### config.mk
export PLATFORM = sky130hd
export DESIGN_NAME = pipe_hazard_ctrl
export DESIGN_NICKNAME = d
export VERILOG_FILES = /design/src/rtl/pipe_hazard_ctrl.sv
export SDC_FILE = /design/constraint.sdc
export NUM_CORES = 1
export LEC_CHECK = 0
export ABC_AREA = 0
export BUFFER_PORTS_ARGS = -buffer_cell sky130_fd_sc_hd__buf_2
export CAP_MARGIN = 30
export CORE_MARGIN = 5
export CORE_UTILIZATION = 49
export DETAILED_ROUTE_END_ITERATION = 8
export GPL_ROUTABILITY_DRIVEN = 0
export HOLD_SLACK_MARGIN = 0.02
export PLACE_DENSITY = 0.84
export REMOVE_ABC_BUFFERS = 1
export SYNTH_ARGS = -nofsm -noshare
export SYNTH_HDL_FRONTEND = slang
export SYNTH_SLANG_ARGS = --single-unit
### constraint.sdc
create_clock -name clock -period 2.6 [get_ports clock]
set_input_delay 0.52 -clock clock [delete_from_list [all_inputs] [get_ports clock]]
set_output_delay 0.52 -clock clock [all_outputs]
set_load 0.02 [all_outputs]
### src/rtl/pipe_hazard_ctrl.sv
// Stall/flush scheduler for the 5-stage pipeline: load-use, memory wait, divider
// sequencing, branch delay-slot redirects and exception/eret redirects.
module pipe_hazard_ctrl #(
    parameter logic [31:0] EXC_VECTOR = 32'hbfc00380,
    parameter int          DIV_CYCLES = 36
) (
    input  logic        clock,
    input  logic        reset,
    input  logic        IfBusy,
    input  logic        IfDone,
    input  logic        MemBusy,
    input  logic        LoadUseD,
    input  logic        BranchD,
    input  logic        PCSrcD,
    input  logic [31:0] BranchTargetD,
    input  logic        DivStartE,
    input  logic        ExceptM,
    input  logic        EretM,
    input  logic [31:0] EpcM,
    output logic        StallF,
    output logic        StallD,
    output logic        StallE,
    output logic        StallM,
    output logic        StallW,
    output logic        FlushD,
    output logic        FlushE,
    output logic        FlushM,
    output logic        FlushW,
    output logic        RedirectValid,
    output logic [31:0] RedirectPC,
    output logic        DivBusy,
    output logic [1:0]  CtrlState
);

    localparam int CNT_W = (DIV_CYCLES > 2) ? $clog2(DIV_CYCLES) : 1;

    typedef enum logic [1:0] {
        RUN       = 2'd0,
        SLOT_WAIT = 2'd1,
        EXC_DRAIN = 2'd2,
        DIV       = 2'd3
    } state_t;

    state_t             state, state_next;
    logic [CNT_W-1:0]   div_cnt, div_cnt_next;
    logic [31:0]        saved_pc, saved_pc_next;
    logic [31:0]        exc_target;

    always_ff @(posedge clock or posedge reset) begin
        if (reset) begin
            state    <= RUN;
            div_cnt  <= '0;
            saved_pc <= '0;
        end else begin
            state    <= state_next;
            div_cnt  <= div_cnt_next;
            saved_pc <= saved_pc_next;
        end
    end

    assign CtrlState  = state;
    assign exc_target = ExceptM ? EXC_VECTOR : EpcM;

    always_comb begin
        StallF        = 1'b0;
        StallD        = 1'b0;
        StallE        = 1'b0;
        StallM        = 1'b0;
        StallW        = 1'b0;
        FlushD        = 1'b0;
        FlushE        = 1'b0;
        FlushM        = 1'b0;
        FlushW        = 1'b0;
        RedirectValid = 1'b0;
        RedirectPC    = '0;
        DivBusy       = 1'b0;
        state_next    = state;
        div_cnt_next  = div_cnt;
        saved_pc_next = saved_pc;

        if (ExceptM || EretM) begin
            // Exceptions override everything and discard any divide or pending branch.
            FlushD       = 1'b1;
            FlushE       = 1'b1;
            FlushM       = 1'b1;
            FlushW       = 1'b1;
            div_cnt_next = '0;
            if (!IfBusy) begin
                RedirectValid = 1'b1;
                RedirectPC    = exc_target;
                state_next    = RUN;
            end else begin
                StallF        = 1'b1;
                saved_pc_next = exc_target;
                state_next    = EXC_DRAIN;
            end
        end else begin
            case (state)
                EXC_DRAIN: begin
                    StallF = 1'b1;
                    FlushD = 1'b1;
                    if (IfDone) begin
                        StallF        = 1'b0;
                        RedirectValid = 1'b1;
                        RedirectPC    = saved_pc;
                        state_next    = RUN;
                    end
                end
                DIV: begin
                    DivBusy      = 1'b1;
                    StallF       = 1'b1;
                    StallD       = 1'b1;
                    StallE       = 1'b1;
                    div_cnt_next = (div_cnt == '0) ? '0 : div_cnt - 1'b1;
                    if (div_cnt <= CNT_W'(1))
                        state_next = RUN;
                    if (MemBusy) begin
                        StallM = 1'b1;
                        FlushW = 1'b1;
                    end else begin
                        FlushM = 1'b1;
                    end
                end
                SLOT_WAIT: begin
                    if (MemBusy) begin
                        StallF = 1'b1;
                        StallD = 1'b1;
                        StallE = 1'b1;
                        StallM = 1'b1;
                        FlushW = 1'b1;
                    end else if (!IfDone) begin
                        StallD = 1'b1;
                        FlushE = 1'b1;
                    end
                    // The delay slot has landed: the PC may now jump to the saved target.
                    if (IfDone) begin
                        RedirectValid = 1'b1;
                        RedirectPC    = saved_pc;
                        state_next    = RUN;
                    end
                end
                default: begin
                    if (MemBusy) begin
                        StallF = 1'b1;
                        StallD = 1'b1;
                        StallE = 1'b1;
                        StallM = 1'b1;
                        FlushW = 1'b1;
                    end else if (DivStartE) begin
                        StallF       = 1'b1;
                        StallD       = 1'b1;
                        StallE       = 1'b1;
                        FlushM       = 1'b1;
                        DivBusy      = 1'b1;
                        div_cnt_next = CNT_W'(DIV_CYCLES - 1);
                        state_next   = DIV;
                    end else if (LoadUseD) begin
                        StallF = 1'b1;
                        StallD = 1'b1;
                        FlushE = 1'b1;
                    end else if (BranchD && PCSrcD) begin
                        if (!IfBusy) begin
                            RedirectValid = 1'b1;
                            RedirectPC    = BranchTargetD;
                        end else begin
                            saved_pc_next = BranchTargetD;
                            state_next    = SLOT_WAIT;
                        end
                    end
                end
            endcase
        end
    end

endmodule

==> run_results.csv, run 1 <==
group,metric,value,unit
floorplan,io-pin-count,120,
synthesis,yosysWarnings,0,
clocking,numCtsBuffers,5,
global_routing,grt_util_all_layers,22.4,%
clocking,worst_skew_pair.late_latency,0.28,ns
synthesis,post_synth_inst_count,347,
synthesis,synth_cell_type_count,46,
critical_path,worst_ep_required_time,2.08,ns
drt,dr.pass1.iters,5,
sta,worst_slew_pin_slew,0.724,ns
clocking,ctsLongestPathBuffers,2,
cells_and_area,design.final.nets,553,
outcome,violations,"setup timing",
cells_and_area,area_added_between_synthesis_and_finish,44.4,%
cells_and_area,antennaDiodeCount,0,
power_and_ir_drop,seqPwrFrac,38.0,%
floorplan,rows,28,
drt,drc,0,
power_and_ir_drop,vdd_drop_max,0.000283,V
clocking,htree_levels,2,
power_and_ir_drop,pwr-share-comb,32.6,%
global_routing,largest_net_degree_at_the_start_of_global_routing,39,
drt,wl,9850,µm
synthesis,synth_enable_flop_cells,0,
cells_and_area,instances_no_fill,546,
power_and_ir_drop,total_power,1.98,mW
place,dpl.hpwl,6240,µm
floorplan,fp.dieW,88.2,µm
critical_path,end_kind,"output port",
synthesis,post-synth-top-area-fraction,33.4,%
power_and_ir_drop,clock_power_share,29.4,%
power_and_ir_drop,power.static_leakage,2.19,nW
clocking,cts_num_sinks,40,
synthesis,yosys.area.top_type,"sky130_fd_sc_hd__dfrtp_1",
cells_and_area,n_fill_cell,409,
synthesis,synth_area_leaders,"sky130_fd_sc_hd__dfrtp_1 33%, sky130_fd_sc_hd__mux2_1 12%, sky130_fd_sc_hd__nand2_1 6.9%",
synthesis,syn-cell-area,2990,µm²
global_routing,grt_pass1_wl,13800,µm
synthesis,postSynth.asyncResetShare,100,%
drt,detail_route.vias_per_cell,5.87,
sta,final-setup-viol-count,33,
power_and_ir_drop,power_report.internal_total,1.37,mW
power_and_ir_drop,switching_share,30.7,%
synthesis,sequential_element_share_of_the_synthesized_area,33.4,%
sta,timing.slew.headroom,51.5,%
sta,grt_setup_unrepaired,"true",
sta,final-max-slew-violation-count,0,
drt,drt_first_iter_violations,143,
drt,dr_total_vias,3206,
critical_path,crit_path_start_kind,"register",
drt,post_drt_wl_per_cell,18.0,µm
floorplan,fp.dieArea,7770,µm²
clocking,clk_pin_slew,0.08,ns
critical_path,worst-setup-path-type,"register to output port",
place,placed_cells,530,
sta,fin_worst_skew,0.00385,ns
place,port_buffers,118,
cells_and_area,layout-drive-gt1-share,41.8,%
synthesis,synth.ff_latch_count,40,
synthesis,synthFlopType,"sky130_fd_sc_hd__dfrtp_1",
global_routing,first_global_vias,2954,
flow_run,max_cap_viols,0,
sta,finalWorstSetupSlack,-0.176,ns
global_routing,grt_antenna_before_repair,0,
sta,layout_min_cycle_time,2.78,ns
outcome,outcome,"complete, but fails checks",
power_and_ir_drop,power-per-cell-area,458,nW/µm²
floorplan,effective_utilization_at_floorplan,50.5,%
power_and_ir_drop,reported_net_switching_power,608,µW
synthesis,synth_area_per_cell,8.62,µm²
sta,period_share,107,%
worst_hold_path,hold_path.class,"primary input to asynchronous set/reset pin",
critical_path,critPathMaxFanout,7,
sta,total_negative_setup_slacks,-3.50,ns
floorplan,fp.dieH,88.2,µm
drt,antenna_left,0,
floorplan,core_area,5920,µm²
sta,final-hold-violation-count,0,
global_routing,globalRouteOverflowTotal,0,
critical_path,worst_endpoint_data_arrival_time,2.26,ns
sta,achievable-frequency,0.360,GHz
clocking,clock-root-buffer,"sky130_fd_sc_hd__clkbuf_8",
clocking,cts_tree,"done",
metrics by stage:
stage	area, µm²	setup slack (ns)	hold slack [ns]	utilization [%]
CTS	4040	-0.151	0.270	68.2
floorplan	2840	-0.841	0.465	-
global route	4320	-0.265	0.301	73.0
global placement	3680	0.0714	0.476	62.2
finish	4320	-0.176	0.258	73.0
detailed placement	3680	0.0532	0.484	62.2
sequential cells by signal (all words and copies together), names as in the netlist:
register / count
div_cnt: 6
saved_pc: 32
CtrlState: 2
final cells by class:
type,instances,area (µm²),share of cell area (%)
Multi-Input combinational cell,261,1970,45.5
Timing Repair Buffer,144,1060,24.6
Sequential cell,40,1000,23.2
Tap cell,75,93.8,2.17
Inverter,19,71.3,1.65
Clock buffer,5,68.8,1.59
Clock inverter,2,60.1,1.39
path summary, 6_finish.rpt:
check                              from  slack [ns]  cells past startpoint             to
setup / recovery           CtrlState[1]       -0.18                      7  RedirectPC[1]
hold / removal                    reset        0.26                      2     div_cnt[2]
setup reg to reg           CtrlState[1]        0.23                     10    saved_pc[6]
hold reg to reg             saved_pc[5]        0.50                      1    saved_pc[5]
max in group asynchronous         reset        1.79                      3   saved_pc[13]
min in group clock          saved_pc[5]        0.50                      1    saved_pc[5]
power by group through the flow:
stage	clock (mW)	sequential, mW	combinational, mW
2_1_floorplan	0	0.752	0.332
3_3_place_gp	0	0.755	0.539
3_5_place_dp	0	0.760	0.557
4_1_cts	0.591	0.749	0.607
5_1_grt	0.621	0.761	0.705
6_report	0.582	0.753	0.646
critical path: stages (launching register included):
cell	delay (ns)
sky130_fd_sc_hd__dfrtp_1	0.39
sky130_fd_sc_hd__inv_2	0.08
sky130_fd_sc_hd__ha_4	0.15
sky130_fd_sc_hd__or4b_4	0.49
sky130_fd_sc_hd__buf_6	0.14
sky130_fd_sc_hd__or3_4	0.40
sky130_fd_sc_hd__o21ai_2	0.18
sky130_fd_sc_hd__buf_6	0.14
layer usage:
layer / part of all wire [%] / vias to the layer above / track usage (%) / wire length (µm)
met2: 50 / 168 / 38.6 / 4900
met3: 9.6 / 18 / 4.61 / 950
met5: 0 / - / 0 / 0
li1: - / 1474 / - / -
met4: 1.8 / 0 / 5.36 / 180
met1: 39 / 1546 / 28.7 / 3820
cell usage after synthesis (all sizes together), types with 2 or more instances:
| cell | n |
|---|---|
| nand2 | 55 |
| clkbuf | 14 |
| nor3b | 2 |
| nor2b | 5 |
| a221o | 12 |
| a22oi | 21 |
| or4 | 2 |
| nor3 | 3 |
| or3 | 3 |
| nor2 | 34 |
| buf | 13 |
| o21ai | 27 |
| ha | 7 |
| inv | 19 |
| xor2 | 2 |
| a22o | 3 |
| o31ai | 2 |
| nor4 | 3 |
| mux2i | 14 |
| mux2 | 33 |
| nand2b | 2 |
| and2 | 2 |
| a21oi | 17 |
| dfrtp | 40 |
logic make-up (layout without fill, tap and decap cells):
| group | after synthesis | count (layout) | share of synthesized area (%) |
|---|---|---|---|
| buffers and inverters | 46 | 170 | 7.36 |
| AND/OR/NAND/NOR | 114 | 114 | 17.9 |
| other | 1 | 1 | 0.125 |
| AO/OA/AOI/OAI | 90 | 90 | 20.6 |
| flip-flops | 40 | 40 | 33.4 |
| adder cells (fa/ha/maj) | 7 | 7 | 2.93 |
| multiplexers | 47 | 47 | 17.1 |
| XOR/XNOR | 2 | 2 | 0.585 |
timing repair:
action | CTS | global route
gates cloned | 1 | 2
setup endpoints to repair | 33 | 34
gates resized for setup | 58 | 58
hold buffers | 0 | 0
buffers inserted | 3 | 2
pin swaps | 4 | 17
placed cells by master, fill, tap and decap left out, types with 16 or more instances in the layout:
master                    instances
sky130_fd_sc_hd__mux2_1          33
sky130_fd_sc_hd__a21oi_1         17
sky130_fd_sc_hd__nor2_1          32
sky130_fd_sc_hd__buf_4           24
sky130_fd_sc_hd__a22oi_1         21
sky130_fd_sc_hd__dfrtp_1         40
sky130_fd_sc_hd__o21ai_0         19
sky130_fd_sc_hd__buf_2           85
sky130_fd_sc_hd__nand2_1         28
sky130_fd_sc_hd__inv_1           16
sky130_fd_sc_hd__buf_6           30
Power figures use the tool's default switching activity.
==> inputs of run 2 (changes only) <==
--- a/config.mk
+++ b/config.mk
@@ -15,6 +15,7 @@
 export HOLD_SLACK_MARGIN = 0.02
 export PLACE_DENSITY = 0.84
 export REMOVE_ABC_BUFFERS = 1
+export SETUP_SLACK_MARGIN = 0.2
 export SYNTH_ARGS = -nofsm -noshare
 export SYNTH_HDL_FRONTEND = slang
 export SYNTH_SLANG_ARGS = --single-unit
==> run 2 against run 1 <==
  * The flow still finishes with violations (setup timing)
  * Non-clock buffer count is 1 higher
  * Register-to-register slack worse by 0.12 ns
  * Clock power barely moved
  * Global-route usage rose by 0.29 points
  * Hold slack better by 0.0051 ns
  * Combinational power rose by 9.6%
  * Die area did not move
  * Worst setup slack gained 0.014 ns
  * Clock skew barely moved
  * Sequential cell count stayed put
  * Total power increased by 3.1%
  * Cell area rose by 2.8%
==> run_results.csv, run 2 (synthesis gave the netlist of run 1 again) <==
group,metric,value,unit
floorplan,fp.dieArea,7770,µm²
critical_path,cp-startpoint,"CtrlState[1]",
floorplan,fp.dieW,88.2,µm
sta,final-hold-violation-count,0,
drt,drc,0,
critical_path,crit_path_start_kind,"register",
floorplan,fp.dieH,88.2,µm
critical_path,ff_to_ff_end,"saved_pc[20]",
drt,dr_total_vias,3214,
cells_and_area,layout-drive-gt1-share,47.5,%
sta,finalWorstSetupSlack,-0.162,ns
critical_path,end_kind,"output port",
sta,timing.slew.headroom,50.6,%
floorplan,io-pin-count,120,
global_routing,globalRouteOverflowTotal,0,
place,placed_cells,530,
floorplan,core_area,5920,µm²
global_routing,grt_antenna_before_repair,0,
sta,period_share,106,%
drt,antenna_left,0,
place,dpl.hpwl,6240,µm
drt,wl,10300,µm
sta,final-setup-viol-count,33,
power_and_ir_drop,power.static_leakage,2.30,nW
critical_path,regToRegSetupSlack,0.11,ns
flow_run,max_cap_viols,0,
critical_path,crit_path_max_incr_delay,0.49,ns
global_routing,grt_util_all_layers,22.6,%
sta,grt_setup_unrepaired,"true",
cells_and_area,instances_no_fill,547,
critical_path,critical-path-slowest-cell,"sky130_fd_sc_hd__or4b_4",
critical_path,worstReg2RegStart,"CtrlState[1]",
critical_path,critPathMaxFanout,7,
global_routing,largest_net_degree_at_the_start_of_global_routing,39,
clocking,worst_skew_pair.late_latency,0.28,ns
cells_and_area,most_flops_register,"saved_pc",
sta,fin_worst_skew,0.00363,ns
drt,drt_first_iter_violations,190,
outcome,outcome,"complete, but fails checks",
sta,layout_min_cycle_time,2.76,ns
cells_and_area,largest_register_ffs,32,
sta,total_negative_setup_slacks,-3.32,ns
cells_and_area,mostFrequentLayoutCells,"83 x sky130_fd_sc_hd__buf_2, 40 x sky130_fd_sc_hd__dfrtp_1, 32 x sky130_fd_sc_hd__nor2_1",
cells_and_area,n_fill_cell,388,
sta,worst_slew_pin_slew,0.736,ns
clocking,ctsLongestPathBuffers,2,
power_and_ir_drop,total_power,2.04,mW
sta,achievable-frequency,0.362,GHz
clocking,clk_pin_slew,0.07,ns
critical_path,worst_r2r_path_depth,11,
sta,final-max-slew-violation-count,0,
global_routing,grt_pass1_wl,14000,µm
cells_and_area,design.final.nets,554,
critical_path,critical-path-top-cell-by-count,"sky130_fd_sc_hd__buf_6",
cells_and_area,area_added_between_synthesis_and_finish,48.4,%
worst_hold_path,hold_path.class,"primary input to asynchronous set/reset pin",
drt,detail_route.vias_per_cell,5.88,
critical_path,worst_endpoint_data_arrival_time,2.24,ns
critical_path,worst-setup-path-type,"register to output port",
clocking,clock-root-buffer,"sky130_fd_sc_hd__clkbuf_8",
critical_path,worst_ep_required_time,2.08,ns
drt,dr.pass1.iters,5,
global_routing,first_global_vias,2965,
power_and_ir_drop,vdd_drop_max,0.000279,V
clocking,cts_tree,"done",
outcome,violations,"setup timing",
clocking,htree_levels,2,
cells_and_area,antennaDiodeCount,0,
power_and_ir_drop,power-per-cell-area,460,nW/µm²
critical_path,crit_chain,"inv_2, ha_4, or4b_4, buf_6, or3_4, o21ai_2, buf_6",
floorplan,rows,28,
clocking,numCtsBuffers,5,
clocking,cts.hold.buffers_added,0,
floorplan,effective_utilization_at_floorplan,50.5,%
drt,post_drt_wl_per_cell,18.9,µm
cells_and_area,most_common_cell_after_layout_fill_and_taps_aside,"sky130_fd_sc_hd__buf_2",
clocking,cts_num_sinks,40,
place,port_buffers,118,
## run 2: cell types whose count changed in the layout (fill, tap and decap cells not counted)
cell                      change
sky130_fd_sc_hd__buf_2        -2
sky130_fd_sc_hd__buf_6        +1
sky130_fd_sc_hd__mux2_1      -26
sky130_fd_sc_hd__nand2_4      +1
sky130_fd_sc_hd__mux2_4      +26
sky130_fd_sc_hd__o21ai_1      +1
sky130_fd_sc_hd__o21ai_0      -1
sky130_fd_sc_hd__nand2_2      -1
sky130_fd_sc_hd__buf_4        +2
## run 2: through the flow
stage	hold slack, ns	setup slack [ns]	util, %	instance area, µm²
after CTS	0.270	-0.143	70.0	4150
after global placement	0.476	0.0714	62.2	3680
after global routing	0.299	-0.237	75.0	4440
after floorplan	0.465	-0.841	-	2840
after detailed placement	0.484	0.0532	62.2	3680
final	0.263	-0.162	75.0	4440
## run 2: critical path: cells and delay by family, from the launching register on
| kind | cells | cell delay, ns |
|---|---|---|
| adders and majority gates | 1 | 0.14 |
| buffers and inverters | 3 | 0.35 |
| and+or+nand+nor | 2 | 0.89 |
| DFF | 1 | 0.39 |
| AOI/OAI and AO/OA | 1 | 0.17 |
## run 2: worst max-delay path by stage
stage	to	slack, ns	cells after the start
floorplan	RedirectPC[22]	-0.84	5
global placement	RedirectPC[30]	0.07	5
detailed placement	RedirectPC[1]	0.05	5
CTS	RedirectPC[29]	-0.14	8
global route	RedirectPC[5]	-0.24	7
finish	RedirectPC[3]	-0.16	7
## run 2: layout make-up
class,count,area (µm²),share of cell area (%)
Tap cell,75,93.8,2.11
Clock buffer,5,68.8,1.55
Timing Repair Buffer,145,1080,24.3
Sequential cell,40,1000,22.5
Clock inverter,2,60.1,1.35
Inverter,19,71.3,1.61
Multi-Input combinational cell,261,2070,46.6
## run 2: repair_timing
| item | in CTS | in global routing |
|---|---|---|
| setup buffers | 4 | 2 |
| hold endpoints to repair | 0 | 0 |
| setup endpoints to repair | 34 | 35 |
| pin swaps | 7 | 17 |
| cloned | 1 | 2 |
| resized for setup | 85 | 62 |
## run 2: metal layers
| layer | GRT usage (%) | share of wire (%) | up-vias |
|---|---|---|---|
| met2 | 38.6 | 49 | 180 |
| met5 | 0 | 0 | - |
| met1 | 29.5 | 40 | 1534 |
| li1 | - | - | 1479 |
| met4 | 5.49 | 1.5 | 0 |
| met3 | 4.70 | 9.2 | 21 |
## run 2: where the power goes
group / internal [mW] / leakage, nW / switching (mW)
Clock: 0.378 / 0.0642 / 0.202
Sequential: 0.700 / 0.490 / 0.0558
Combinational: 0.343 / 1.75 / 0.365
Total: 1.42 / 2.30 / 0.622
==> inputs of run 3 (changes only) <==
--- a/config.mk
+++ b/config.mk
@@ -8,12 +8,13 @@
 export ABC_AREA = 0
 export BUFFER_PORTS_ARGS = -buffer_cell sky130_fd_sc_hd__buf_2
 export CAP_MARGIN = 30
+export CORE_ASPECT_RATIO = 1.2
 export CORE_MARGIN = 5
-export CORE_UTILIZATION = 49
+export CORE_UTILIZATION = 40
 export DETAILED_ROUTE_END_ITERATION = 8
 export GPL_ROUTABILITY_DRIVEN = 0
 export HOLD_SLACK_MARGIN = 0.02
-export PLACE_DENSITY = 0.84
+export PLACE_DENSITY = 0.71
 export REMOVE_ABC_BUFFERS = 1
 export SETUP_SLACK_MARGIN = 0.2
 export SYNTH_ARGS = -nofsm -noshare
==> run 3 against run 2 <==
  * The flow still finishes with violations (setup timing)
  * Sequential power about the same
  * Register-to-register slack worse by 0.04 ns
  * Hold slack better by 0.042 ns
  * Cell area is 4.7% higher
  * Critical path depth stayed put
  * Wire length is 3.9% lower
  * Sequential cell count did not move
  * Clock power fell by 33%
  * Non-clock buffer count rose by 11
  * Maximum frequency decreased by 1.5%
  * Global-route usage shrank 4.0 points
==> run_results.csv, run 3 (synthesis gave the netlist of run 1 again) <==
group,metric,value,unit
drt,wl,9950,µm
floorplan,io-pin-count,120,
power_and_ir_drop,power.static_leakage,2.38,nW
sta,final-setup-viol-count,33,
sta,worst_slew_pin_slew,0.898,ns
cells_and_area,layout-drive-gt1-share,51.1,%
outcome,violations,"setup timing",
critical_path,end_kind,"output port",
clocking,cts_tree,"done",
critical_path,worst_ep_required_time,2.08,ns
power_and_ir_drop,total_power,1.91,mW
sta,grt_setup_unrepaired,"true",
floorplan,effective_utilization_at_floorplan,41.1,%
clocking,cts.hold.buffers_added,0,
place,dpl.hpwl,6280,µm
clocking,numCtsBuffers,5,
cells_and_area,area_added_between_synthesis_and_finish,55.4,%
cells_and_area,largest_register_ffs,32,
critical_path,critPathMaxFanout,7,
global_routing,grt_util_all_layers,18.6,%
outcome,outcome,"complete, but fails checks",
power_and_ir_drop,power-per-cell-area,410,nW/µm²
global_routing,grt_antenna_before_repair,0,
cells_and_area,most_flops_register,"saved_pc",
sta,final-max-slew-violation-count,0,
critical_path,critical-path-top-cell-by-count,"sky130_fd_sc_hd__buf_6",
clocking,clk_pin_slew,0.07,ns
sta,finalWorstSetupSlack,-0.205,ns
sta,timing.slew.headroom,39.7,%
global_routing,grt_pass1_wl,14100,µm
drt,drt_first_iter_violations,169,
floorplan,fp.dieW,89.0,µm
drt,antenna_left,0,
critical_path,worst-setup-path-type,"register to output port",
critical_path,crit_chain,"inv_2, ha_4, or4b_4, buf_6, or3_4, o21ai_2, buf_6",
place,placed_cells,545,
global_routing,globalRouteOverflowTotal,0,
cells_and_area,instances_no_fill,573,
critical_path,crit_path_max_incr_delay,0.49,ns
clocking,htree_levels,2,
place,port_buffers,118,
clocking,clock-root-buffer,"sky130_fd_sc_hd__clkbuf_8",
sta,period_share,108,%
power_and_ir_drop,vdd_drop_max,0.000234,V
clocking,worst_skew_pair.late_latency,0.29,ns
clocking,cts_num_sinks,40,
drt,dr_total_vias,3185,
critical_path,worst_endpoint_data_arrival_time,2.28,ns
drt,dr.pass1.iters,4,
floorplan,core_area,7270,µm²
global_routing,largest_net_degree_at_the_start_of_global_routing,37,
drt,detail_route.vias_per_cell,5.56,
cells_and_area,antennaDiodeCount,0,
sta,final-hold-violation-count,0,
floorplan,fp.dieArea,9320,µm²
critical_path,cp_top_family,"simple AND/OR/NAND/NOR gates",
floorplan,rows,34,
sta,achievable-frequency,0.357,GHz
sta,layout_min_cycle_time,2.80,ns
drt,drc,0,
worst_hold_path,hold_path.class,"primary input to asynchronous set/reset pin",
cells_and_area,mostFrequentLayoutCells,"81 x sky130_fd_sc_hd__buf_2, 41 x sky130_fd_sc_hd__buf_6, 40 x sky130_fd_sc_hd__dfrtp_1",
critical_path,crit_path_start_kind,"register",
sta,fin_worst_skew,0.00628,ns
drt,post_drt_wl_per_cell,17.4,µm
place,pre_cts_ws,0.0533,ns
cells_and_area,most_common_cell_after_layout_fill_and_taps_aside,"sky130_fd_sc_hd__buf_2",
flow_run,max_cap_viols,0,
critical_path,critical-path-slowest-cell,"sky130_fd_sc_hd__or4b_4",
critical_path,cp_num_buf_inv,3,
cells_and_area,finalCoreUtilization,63.9,%
cells_and_area,design.final.nets,565,
floorplan,fp.dieH,105,µm
global_routing,first_global_vias,3071,
clocking,ctsLongestPathBuffers,2,
[run 3: cell types whose count changed in the layout (fill, tap and decap cells not counted), moves of 4 or more]
cell and change:
sky130_fd_sc_hd__buf_6 +10, sky130_fd_sc_hd__mux2_1 -4, sky130_fd_sc_hd__mux2_4 +4, sky130_fd_sc_hd__o21ai_2 +4
[run 3: metal layers]
metal	global-route usage [%]	wire length (µm)	vias to the layer above	part of all wire, %
li1	-	-	1498	-
met1	24.5	4140	1553	42
met2	31.5	5060	127	51
met3	3.23	678	7	6.8
met4	4.26	71	0	0.71
met5	0	0	-	0
[run 3: what timing repair did]
| action | in CTS | in global routing |
|---|---|---|
| buffers inserted | 10 | 6 |
| cloned | 1 | 4 |
| setup endpoints to repair | 34 | 70 |
| pin swaps | 8 | 25 |
| gates resized for setup | 91 | 90 |
[run 3: path summary, 6_finish.rpt]
check,end,depth (start not counted),start,slack (ns)
worst max-delay path,RedirectPC[30],7,CtrlState[1],-0.20
worst min-delay path,saved_pc[23],2,reset,0.30
worst max register to register,saved_pc[26],12,CtrlState[1],0.07
worst min register to register,saved_pc[20],1,saved_pc[20],0.50
max in group asynchronous,CtrlState[1],3,reset,1.61
min in group clock,saved_pc[20],1,saved_pc[20],0.50
[run 3: metrics by stage]
step | area, µm² | TNS, ns | hold WS [ns]
6_report | 4650 | -3.40 | 0.305
5_1_grt | 4650 | -6.01 | 0.354
4_1_cts | 4190 | -4.36 | 0.321
3_5_place_dp | 3720 | 0 | 0.484
3_3_place_gp | 3700 | 0 | 0.477
2_1_floorplan | 2840 | -26.96 | 0.465
[run 3: area by class of cell]
| cell class | instances | area [µm²] |
|---|---|---|
| Clock inverter | 1 | 5.00 |
| Clock buffer | 6 | 72.6 |
| Multi-Input combinational cell | 261 | 2130 |
| Timing Repair Buffer | 156 | 1250 |
| Fill cell | 586 | 2630 |
| Sequential cell | 40 | 1000 |
| Tap cell | 90 | 113 |
| Inverter | 19 | 71.3 |
[run 3: report_power, final]
group	leakage, nW	internal (mW)	switching (mW)
Sequential	0.490	0.700	0.0541
Combinational	1.85	0.388	0.375
Clock	0.0410	0.183	0.206
